`config.mk`:
```
export PLATFORM = sky130hd
export DESIGN_NAME = dm_load_unit_flat
export DESIGN_NICKNAME = d
export VERILOG_FILES = /design/src/rtl/dm_pkg.sv /design/src/rtl/dm_load_unit_if.sv /design/src/rtl/dm_load_ext.sv /design/src/rtl/dm_load_unit.sv /design/src/flat_wrapper.sv
export SDC_FILE = /design/constraint.sdc
export NUM_CORES = 1
export LEC_CHECK = 0
export ABC_AREA = 1
export CAP_MARGIN = 5
export CORE_MARGIN = 2
export CORE_UTILIZATION = 47
export CTS_BUF_LIST = sky130_fd_sc_hd__clkbuf_4
export CTS_CLUSTER_DIAMETER = 100
export DETAILED_ROUTE_END_ITERATION = 10
export PLACE_DENSITY = 0.86
export SETUP_SLACK_MARGIN = 0.3
export SLEW_MARGIN = 20
export SYNTH_ARGS = -nofsm -noshare
export SYNTH_HDL_FRONTEND = slang
export SYNTH_HIERARCHICAL = 1
export SYNTH_SLANG_ARGS = --single-unit
```
`constraint.sdc`:
```
create_clock -name clk -period 1.5 [get_ports clk]
set_input_delay 0.225 -clock clk [delete_from_list [all_inputs] [get_ports clk]]
set_output_delay 0.225 -clock clk [all_outputs]
set_load 0.05 [all_outputs]
```
`src/rtl/dm_pkg.sv`:
```
// dm_pkg: shared encodings for the data-memory load/store path.
//   - store size encodings (SZ_*), load type encodings (LD_LB..LD_LW)
//   - load-unit FSM state encoding
//   - default bus timeout for dm_load_unit
//   - helpers: load type legality, access size, alignment
// Optional feature macro used by dm_load_unit: DM_ALIGN_CHECK_EN.
package dm_pkg;

    // Store byte-enable size encoding; loads map onto the same sizes.
    localparam logic [1:0] SZ_BYTE = 2'd0;
    localparam logic [1:0] SZ_HALF = 2'd1;
    localparam logic [1:0] SZ_WORD = 2'd2;

    // Load type encoding as driven by the MEM stage.
    localparam logic [2:0] LD_LB  = 3'd1;
    localparam logic [2:0] LD_LBU = 3'd2;
    localparam logic [2:0] LD_LH  = 3'd3;
    localparam logic [2:0] LD_LHU = 3'd4;
    localparam logic [2:0] LD_LW  = 3'd5;

    localparam int unsigned DM_TIMEOUT_DEFAULT = 16;

    typedef enum logic [1:0] {
        StIdle = 2'd0,
        StWait = 2'd1,
        StResp = 2'd2
    } dm_ld_state_e;

    function automatic logic ld_type_legal(input logic [2:0] ld_type);
        return (ld_type >= LD_LB) && (ld_type <= LD_LW);
    endfunction

    function automatic logic [1:0] ld_size(input logic [2:0] ld_type);
        logic [1:0] sz;
        unique case (ld_type)
            LD_LB, LD_LBU: sz = SZ_BYTE;
            LD_LH, LD_LHU: sz = SZ_HALF;
            default:       sz = SZ_WORD;
        endcase
        return sz;
    endfunction

    function automatic logic ld_misaligned(input logic [2:0] ld_type, input logic [1:0] addr);
        logic mis;
        unique case (ld_size(ld_type))
            SZ_HALF: mis = addr[0];
            SZ_WORD: mis = |addr;
            default: mis = 1'b0;
        endcase
        return mis;
    endfunction

endpackage

```
`src/rtl/dm_load_unit_if.sv`:
```
// dm_load_unit_if: request, data-memory read and response signals of the load unit.
//   slave  : the load unit's view (takes requests, drives the memory read, returns results)
//   master : the surrounding pipeline/memory view
interface dm_load_unit_if;
    logic        req_valid;
    logic        req_ready;
    logic [31:0] req_addr;
    logic [2:0]  req_type;
    logic        mem_rd_en;
    logic [29:0] mem_addr;
    logic [31:0] mem_rdata;
    logic        mem_ack;
    logic        rsp_valid;
    logic        rsp_ready;
    logic [31:0] rsp_data;
    logic        rsp_err;
    logic        busy;

    modport slave (
        input  req_valid, req_addr, req_type, mem_rdata, mem_ack, rsp_ready,
        output req_ready, mem_rd_en, mem_addr, rsp_valid, rsp_data, rsp_err, busy
    );

    modport master (
        output req_valid, req_addr, req_type, mem_rdata, mem_ack, rsp_ready,
        input  req_ready, mem_rd_en, mem_addr, rsp_valid, rsp_data, rsp_err, busy
    );
endinterface

```
`src/rtl/dm_load_ext.sv`:
```
// dm_load_ext: combinational lane select and sign/zero extension of a read word.
//   rdata   in  32  word returned by data memory
//   addr    in  2   byte offset within the word
//   ld_type in  3   load type (LD_LB..LD_LW); illegal types yield 0
//   data    out 32  extended load result
module dm_load_ext
    import dm_pkg::*;
(
    input  logic [31:0] rdata,
    input  logic [1:0]  addr,
    input  logic [2:0]  ld_type,
    output logic [31:0] data
);

    logic [7:0]  byte_lane;
    logic [15:0] half_lane;

    always_comb begin
        byte_lane = 8'h00;
        unique case (addr)
            2'd0: byte_lane = rdata[7:0];
            2'd1: byte_lane = rdata[15:8];
            2'd2: byte_lane = rdata[23:16];
            2'd3: byte_lane = rdata[31:24];
            default: byte_lane = 8'h00;
        endcase
        // Halfword ignores addr[0]; misalignment is screened before the read.
        half_lane = addr[1] ? rdata[31:16] : rdata[15:0];

        data = '0;
        case (ld_type)
            LD_LB:   data = {{24{byte_lane[7]}}, byte_lane};
            LD_LBU:  data = {24'h000000, byte_lane};
            LD_LH:   data = {{16{half_lane[15]}}, half_lane};
            LD_LHU:  data = {16'h0000, half_lane};
            LD_LW:   data = rdata;
            default: data = '0;
        endcase
    end

endmodule

```
`src/rtl/dm_load_unit.sv`:
```
// dm_load_unit: load-return path of the data memory.
// Accepts a load request, issues a word read, waits for mem_ack (bounded by TIMEOUT),
// extracts/extends the addressed lane and holds the result until rsp_ready.
//   TIMEOUT  param  max WAIT cycles without mem_ack before a bus error (2..255)
//   clk      in     system clock, rising edge
//   reset    in     synchronous, active-high
//   bus      slave  dm_load_unit_if: req_*, mem_*, rsp_*, busy
// Macro DM_ALIGN_CHECK_EN: when defined, misaligned lh/lhu/lw report rsp_err with no read.
module dm_load_unit
    import dm_pkg::*;
#(
    parameter int unsigned TIMEOUT = DM_TIMEOUT_DEFAULT
) (
    input  logic          clk,
    input  logic          reset,
    dm_load_unit_if.slave bus
);

    localparam logic [7:0] CntLast = 8'(TIMEOUT - 1);

    dm_ld_state_e state_q;
    logic         rd_en_q;
    logic [29:0]  addr_q;
    logic [1:0]   lo_q;
    logic [2:0]   type_q;
    logic [7:0]   cnt_q;
    logic         rsp_valid_q;
    logic [31:0]  rsp_data_q;
    logic         rsp_err_q;

    logic         misaligned;
    logic         req_bad;
    logic [31:0]  ext_data;

`ifdef DM_ALIGN_CHECK_EN
    assign misaligned = ld_misaligned(bus.req_type, bus.req_addr[1:0]);
`else
    assign misaligned = 1'b0;
`endif

    assign req_bad = !ld_type_legal(bus.req_type) || misaligned;

    dm_load_ext u_ext (
        .rdata   (bus.mem_rdata),
        .addr    (lo_q),
        .ld_type (type_q),
        .data    (ext_data)
    );

    always_ff @(posedge clk) begin
        if (reset) begin
            state_q     <= StIdle;
            rd_en_q     <= 1'b0;
            addr_q      <= '0;
            lo_q        <= '0;
            type_q      <= '0;
            cnt_q       <= '0;
            rsp_valid_q <= 1'b0;
            rsp_data_q  <= '0;
            rsp_err_q   <= 1'b0;
        end else begin
            unique case (state_q)
                StIdle: begin
                    if (bus.req_valid) begin
                        addr_q <= bus.req_addr[31:2];
                        lo_q   <= bus.req_addr[1:0];
                        type_q <= bus.req_type;
                        cnt_q  <= '0;
                        if (req_bad) begin
                            // Rejected without touching memory.
                            state_q     <= StResp;
                            rsp_valid_q <= 1'b1;
                            rsp_data_q  <= '0;
                            rsp_err_q   <= 1'b1;
                        end else begin
                            state_q <= StWait;
                            rd_en_q <= 1'b1;
                        end
                    end
                end
                StWait: begin
                    // Ack takes priority over a coincident timeout.
                    if (bus.mem_ack) begin
                        state_q     <= StResp;
                        rd_en_q     <= 1'b0;
                        rsp_valid_q <= 1'b1;
                        rsp_data_q  <= ext_data;
                        rsp_err_q   <= 1'b0;
                    end else if (cnt_q == CntLast) begin
                        state_q     <= StResp;
                        rd_en_q     <= 1'b0;
                        rsp_valid_q <= 1'b1;
                        rsp_data_q  <= '0;
                        rsp_err_q   <= 1'b1;
                    end else begin
                        cnt_q <= cnt_q + 8'd1;
                    end
                end
                StResp: begin
                    if (bus.rsp_ready) begin
                        state_q     <= StIdle;
                        rsp_valid_q <= 1'b0;
                    end
                end
                default: begin
                    state_q     <= StIdle;
                    rd_en_q     <= 1'b0;
                    rsp_valid_q <= 1'b0;
                end
            endcase
        end
    end

    assign bus.req_ready = (state_q == StIdle);
    assign bus.busy      = (state_q != StIdle);
    assign bus.mem_rd_en = rd_en_q;
    assign bus.mem_addr  = addr_q;
    assign bus.rsp_valid = rsp_valid_q;
    assign bus.rsp_data  = rsp_data_q;
    assign bus.rsp_err   = rsp_err_q;

endmodule

```
`src/flat_wrapper.sv`:
```
// flat-port wrapper written by rule: the top's interface ports become plain ports
module dm_load_unit_flat import dm_pkg::*;
#(
    parameter int unsigned TIMEOUT = DM_TIMEOUT_DEFAULT
)
  (clk, reset, bus_req_valid, bus_req_addr, bus_req_type, bus_mem_rdata, bus_mem_ack, bus_rsp_ready, bus_req_ready, bus_mem_rd_en, bus_mem_addr, bus_rsp_valid, bus_rsp_data, bus_rsp_err, bus_busy);
  dm_load_unit_if bus_i ();
  input  logic clk;
  input  logic reset;
  input wire logic [$bits(bus_i.req_valid)-1:0] bus_req_valid;
  input wire logic [$bits(bus_i.req_addr)-1:0] bus_req_addr;
  input wire logic [$bits(bus_i.req_type)-1:0] bus_req_type;
  input wire logic [$bits(bus_i.mem_rdata)-1:0] bus_mem_rdata;
  input wire logic [$bits(bus_i.mem_ack)-1:0] bus_mem_ack;
  input wire logic [$bits(bus_i.rsp_ready)-1:0] bus_rsp_ready;
  output wire logic [$bits(bus_i.req_ready)-1:0] bus_req_ready;
  output wire logic [$bits(bus_i.mem_rd_en)-1:0] bus_mem_rd_en;
  output wire logic [$bits(bus_i.mem_addr)-1:0] bus_mem_addr;
  output wire logic [$bits(bus_i.rsp_valid)-1:0] bus_rsp_valid;
  output wire logic [$bits(bus_i.rsp_data)-1:0] bus_rsp_data;
  output wire logic [$bits(bus_i.rsp_err)-1:0] bus_rsp_err;
  output wire logic [$bits(bus_i.busy)-1:0] bus_busy;
  assign bus_i.req_valid = bus_req_valid;
  assign bus_i.req_addr = bus_req_addr;
  assign bus_i.req_type = bus_req_type;
  assign bus_i.mem_rdata = bus_mem_rdata;
  assign bus_i.mem_ack = bus_mem_ack;
  assign bus_i.rsp_ready = bus_rsp_ready;
  assign bus_req_ready = bus_i.req_ready;
  assign bus_mem_rd_en = bus_i.mem_rd_en;
  assign bus_mem_addr = bus_i.mem_addr;
  assign bus_rsp_valid = bus_i.rsp_valid;
  assign bus_rsp_data = bus_i.rsp_data;
  assign bus_rsp_err = bus_i.rsp_err;
  assign bus_busy = bus_i.busy;
  dm_load_unit #(.TIMEOUT(TIMEOUT)) u_core (.clk(clk), .reset(reset), .bus(bus_i));
endmodule
```
-- Word level (Yosys, flattened, before mapping)
Cells that the tools add are included.
- input port bits: 72
- logic and storage cells: 73
- register bits: 80
- bits in read-only memories: 0
- memories: 0
- RAM bits: 0
- bits in latches: 0
- $add $sub $neg: 1
- reductions and logical operators: 11
- multipliers: 0
- bitwise logic cells: 1
- magnitude comparators: 2
- equality and inequality tests: 18
- muxes and demuxes: 31
- divide/modulo/power cells: 0
- shift-type cells: 0
- operators by type and width (kind ; count):
    one-hot mux 32 bit (5 select lines) ; 1
    two-way mux 32 bit ; 4
    one-hot mux 32 bit (2 select lines) ; 1
    one-hot mux 8 bit (4 select lines) ; 1
    two-way mux 8 bit ; 3
    two-way mux 16 bit ; 1
    one-hot mux 8 bit (2 select lines) ; 1
    AND reduction 4 bit ; 4
    two-way mux 1 bit ; 10
    two-way mux 2 bit ; 5
    inequality test 2 bit, second input constant ; 5
    adder 8 x 1 -> 8 bit, second input constant ; 1
    == test 8 x 4 -> 1 bit, second input constant ; 1
    == test 2 bit, second input constant ; 3
    == test 3 x 2 -> 1 bit, second input constant ; 2
    == test 3 bit, second input constant ; 2
    one-hot mux 1 bit (3 select lines) ; 2
    one-hot mux 2 bit (3 select lines) ; 1
    == test 2 x 1 -> 1 bit, second input constant ; 2
    zero test 2 bit ; 2
    nonzero test 2 bit ; 2
    == test 3 x 1 -> 1 bit, second input constant ; 1
    >= comparator 3 x 1 -> 1 bit, second input constant ; 1
    less-or-equal comparator 3 bit, second input constant ; 1
    7 further kinds ; 7

-- Longest topological paths before layout
- depth in word-level cells: 5
- gate-level depth with buffers: 9

-- By module
The synthesis kept the hierarchy.
- by module, submodules not included (module ; times used ; seq. area each (um^2) ; area an instance (um^2) ; cells each):
    dm_load_unit ; 1 ; 1601.5 ; 3009.1 ; 396
    dm_load_ext ; 1 ; 0.0 ; 992.2 ; 210

-- Least setup slack after synthesis
No wires, ideal clock.
- path type: register -> register
- start point: reg u_core.state_q[1]
- end point: reg u_core.rsp_data_q[0], in the netlist u_core/bus.rsp_data[0]
- path slack: -173 ps
- stages on the path, launching flop included: 8
- setup time: 70 ps
- period minus slack after synthesis: 1673 ps
- path buffers: 1
- data arrival time: 1603 ps
- cell sequence: dfxtp_1 nor2_4 inv_2 or2_1 nand3_4 buf_6 nand2_1 a21oi_1
- word-level cells in the longest chain between the ends: 3
- elaborated cells between the ends (all ways): 8
- classes of those cells: 4 x eq/ne; 1 x mux; 3 x reduce/logical
- RTL lines (item ; line ; text):
    from (decl) ; dm_load_unit.sv:21 ; dm_ld_state_e state_q;
    from (signal assigned) ; dm_load_unit.sv:52 ; state_q <= StIdle;
    from (signal assigned) ; dm_load_unit.sv:71 ; state_q <= StResp;
    from (signal assigned) ; dm_load_unit.sv:76 ; state_q <= StWait;
    zero test 2 bit * ; n/a ;
    via bus_req_ready ; flat_wrapper.sv:16 ; output wire logic [$bits(bus_i.req_ready)-1:0] bus_req_ready;
    inequality test 2 bit (no source line) or nonzero test 2 bit (tied branches) ; n/a ;
    AND reduction 4 bit (no source line) ; n/a ;
    to (signal assigned) ; dm_load_unit.sv:87 ; rsp_data_q <= ext_data;
    to (decl) ; dm_load_unit.sv:28 ; logic [31:0] rsp_data_q;
The timed path passes the listed nets; every way through them passes the cells marked *.
A chain may end at the register's enable or synchronous reset.

-- Final worst setup path
- start point: reg u_core.cnt_q[0]
- end point: reg u_core.cnt_q[7]
- word-level cells in the longest chain between the ends: 4
- elaborated cells between the ends (all ways): 7
- classes of those cells: 1 x add/sub; 2 x eq/ne; 3 x mux; 1 x reduce/logical
- RTL lines (item ; line ; text):
    from (decl) ; dm_load_unit.sv:26 ; logic [7:0] cnt_q;
    from (signal assigned) ; dm_load_unit.sv:96 ; cnt_q <= cnt_q + 8'd1;
    adder 8 x 1 -> 8 bit ; dm_load_unit.sv:96 ;
    two-way mux 8 bit ; dm_load_unit.sv:89 ; end else if (cnt_q == CntLast) begin
    two-way mux 8 bit ; dm_load_unit.sv:83 ; if (bus.mem_ack) begin
    one-hot mux 8 bit (2 select lines) ; dm_load_unit.sv:62 ; unique case (state_q)
Parallel ways exist; a longest one is shown, timed or not. The select of a mux whose other input is x is not followed.

==> flow_summary_export.csv <==
group,metric,value,unit
clock_network,htree_levels,3,
setup_path,reg2reg_slack,-0.04,ns
synth,ys_warn_count,6,
layout,final_cell_mix,"nand2_1, nor2_1, dfxtp_2",
setup_path,path_cells,"ha_4, nand2_4, nor2_4, nand4_1, buf_4, nand2_2, nor2_1, nand2_1, nand2_1, nor2_1",
layout,finalNetCount,849,
layout,final_common_cell,"nand2_1",
power,internal-power,3.57,mW
routing,num_vias,4811,
power,power.share.clock,20.6,%
routing,drc,0,
setup_path,start_kind,"register",
die,die_area,9270,um2
power,power.density,889,nW/um2
synth,synthDistinctLibCells,30,
layout,fillCellCount,541,
routing,wl_per_cell,15.6,um
routing,via_per_inst,5.43,
layout,ff_latch_area,1700,um2
setup_path,arrival,1.93,ns
grt,grt_pass1_vias,4680,
grt,grt_pass1_wl,20.9,mm
setup_path,cp_slowest_stage_delay,0.38,ns
clock_network,clockBufferDepth,2,
sta,final.period_utilization,103,%
setup_path,worstSetupPathType,"reg2reg",
die,pin_count,139,
layout,drive_above_1_share,33.9,%
clock_network,clk_pin_slew,0.15,ns
synth,synth_top_cell_by_area,"dfxtp_1",
synth,synth.area.top_cells,"dfxtp_1, nand2_1, nor2_1",
setup_path,cp.depth,10,
synth,ys_ff_latch,80,
power,ir_drop,0.000706,V
layout,multi_input_area,2210,um2
grt,grt_overflow,0,
status,failed_checks,"setup timing",
clock_network,clock_sinks,80,
setup_path,worst_path_max_delay_cell,"dfxtp_2",
routing,wl,13.8,mm
job,cap_violations,0,
synth,netlist_instances,606,
setup_path,cp_top_family,"simple AND/OR/NAND/NOR gates",
sta,clock_skew,0.0280,ns
power,net-switching-power,2.24,mW
clock_network,cts_buffers,9,
setup_path,crit_required,1.89,ns
setup_path,critPathCapture,"u_core/cnt_q[7]",
grt,grt_antenna_before_repair,0,
clock_network,root_buffer,"clkbuf_4",
synth,synth_area_per_cell,6.60,um2
power,p_sw_share,38.6,%
routing,dr.pass1.iters,7,
routing,drtIter0Drc,290,
sta,finalCriticalPeriod,1.54,ns
grt,track_usage,28.7,%
sta,finalHoldViolations,0,
placed_design,globalplace.congestion,0.890,
synth,synth_top_area_share,40.0,%
hold_path,hold_path_class,"in2reg",
die,die_w,96.3,um
grt,grt_max_degree,35,
setup_path,crit_start,"u_core/cnt_q[0]",
clock_network,clk_latency,0.44,ns
power,p_total,5.81,mW
setup_path,reg2reg_depth,10,
die,fp-row-count,33,
setup_path,crit_buf_inv,1,
placed_design,hpwl,8.68,mm
synth,synth-seq-area-share,40.0,%
sta,setup_ws,-0.0432,ns
layout,syn_to_final_growth,63.4,%
synth,synthesis.nets,679,
die,start_util,48.7,%
sta,setup_violations,1,
placed_design,io_buffers,138,
setup_path,worstPathMaxFanout,4,
power,power_frac_comb,37.6,%
sta,tns,-0.0432,ns
sta,tightest_slew,0.354,ns
setup_path,end_kind,"register",
sta,fmax,648,MHz
placed_design,postPlaceCellArea,5470,um2
setup_path,worstReg2RegEnd,"u_core/cnt_q[7]",
hold_path,min_path_cells,3,
sta,slew-limit-headroom,76.4,%
layout,fin_area,6540,um2
status,status,"complete, but fails checks",
layout,n_antenna_cell,0,
clock_network,tritoncts,"built",
sta,rsz0062_at_grt,"yes",
setup_path,timing.rr.start,"u_core/cnt_q[0]",
power,pwr-share-seq,41.8,%
sta,finalMaxSlewViolations,0,
sta,timing.hold.ws,0.369,ns
power,power_leakage,2.85,nW
routing,ant_nets,0,
die,fp.dieH,96.3,um
synth,netlist_area,4000,um2
die,core-area,8220,um2
stage by stage:
step	instances	setup slack, ns	utilization (%)
2_1_floorplan	606	-0.0981	-
3_3_place_gp	842	-0.186	66.5
3_5_place_dp	842	-0.217	66.5
4_1_cts	871	0.0221	75.3
5_1_grt	886	-0.107	79.6
6_report	886	-0.0432	79.6
tightest hold or removal path: cells and delay by family:
family,cells,cell delay (ns)
simple gates,1,0.04
compound gates,1,0.13
buf+inv,1,0.40
area by class of cell:
class | instances | share of cell area, %
clock buffers | 9 | 1.03
clock inverters | 7 | 0.842
inverters | 43 | 2.58
multi-input cells | 453 | 33.9
flip-flops and latches | 80 | 25.9
well taps | 105 | 2.01
repair buffers | 189 | 33.7
power groups by stage:
stage | logic [mW] | clock network [mW] | registers [mW]
3_5_place_dp | 1.80 | 0 | 2.40
4_1_cts | 2.01 | 1.22 | 2.41
2_1_floorplan | 0.783 | 0 | 2.77
6_report | 2.19 | 1.20 | 2.43
5_1_grt | 2.32 | 1.29 | 2.44
3_3_place_gp | 1.77 | 0 | 2.39
how the worst min path moves through the flow:
stage	startpoint	end
floorplan	bus_req_type[2]	u_core/type_q[2]
global placement	u_core/bus.rsp_data[30]	u_core/bus.rsp_data[30]
detailed placement	u_core/bus.rsp_data[25]	u_core/bus.rsp_data[25]
CTS	bus_req_addr[12]	u_core/bus.mem_addr[10]
global route	bus_req_addr[8]	u_core/bus.mem_addr[6]
finish	bus_req_addr[17]	u_core/bus.mem_addr[15]
cell usage after synthesis (all sizes together):
cell and instances:
or2 13, nand3b 1, dfxtp 80, nand2 162, nor2 106, ha 1, a31oi 1, nand4 3
a21oi 52, nor3 1, and2 2, clkbuf 11, buf 21, nand3 50, o21bai 2, o21ai 57
inv 43
sequential cells by signal, summed over array words and instances, names as in the netlist:
register	flops
u_core/bus.rsp_data	32
u_core/bus.mem_addr	30
u_core/cnt_q	8
u_core/type_q	3
u_core/lo_q	2
u_core/state_q	2
u_core/bus.mem_rd_en	1
u_core/bus.rsp_err	1
u_core/bus.rsp_valid	1
repair_timing:
action	in CTS	in global routing
setup endpoints to repair	146	138
hold buffers	0	0
gates cloned	2	1
pin swaps	9	6
resized for setup	181	79
setup buffers	11	14
kinds of logic (layout without fill, tap and decap cells):
group	after synthesis	in the layout	share of synthesized area [%]
DFF	80	80	40.0
and+or+nand+nor	338	340	36.2
adders and majority gates	1	1	0.313
AOI/OAI and AO/OA	112	112	14.4
buffers and inverters	75	248	9.10
layer usage:
metal	routed length [um]	global-route usage [%]
met3	1330	8.54
met5	0	0
met1	5060	30.9
met4	343	13.1
met2	7080	51.5
(Power assumes the default switching activity.)
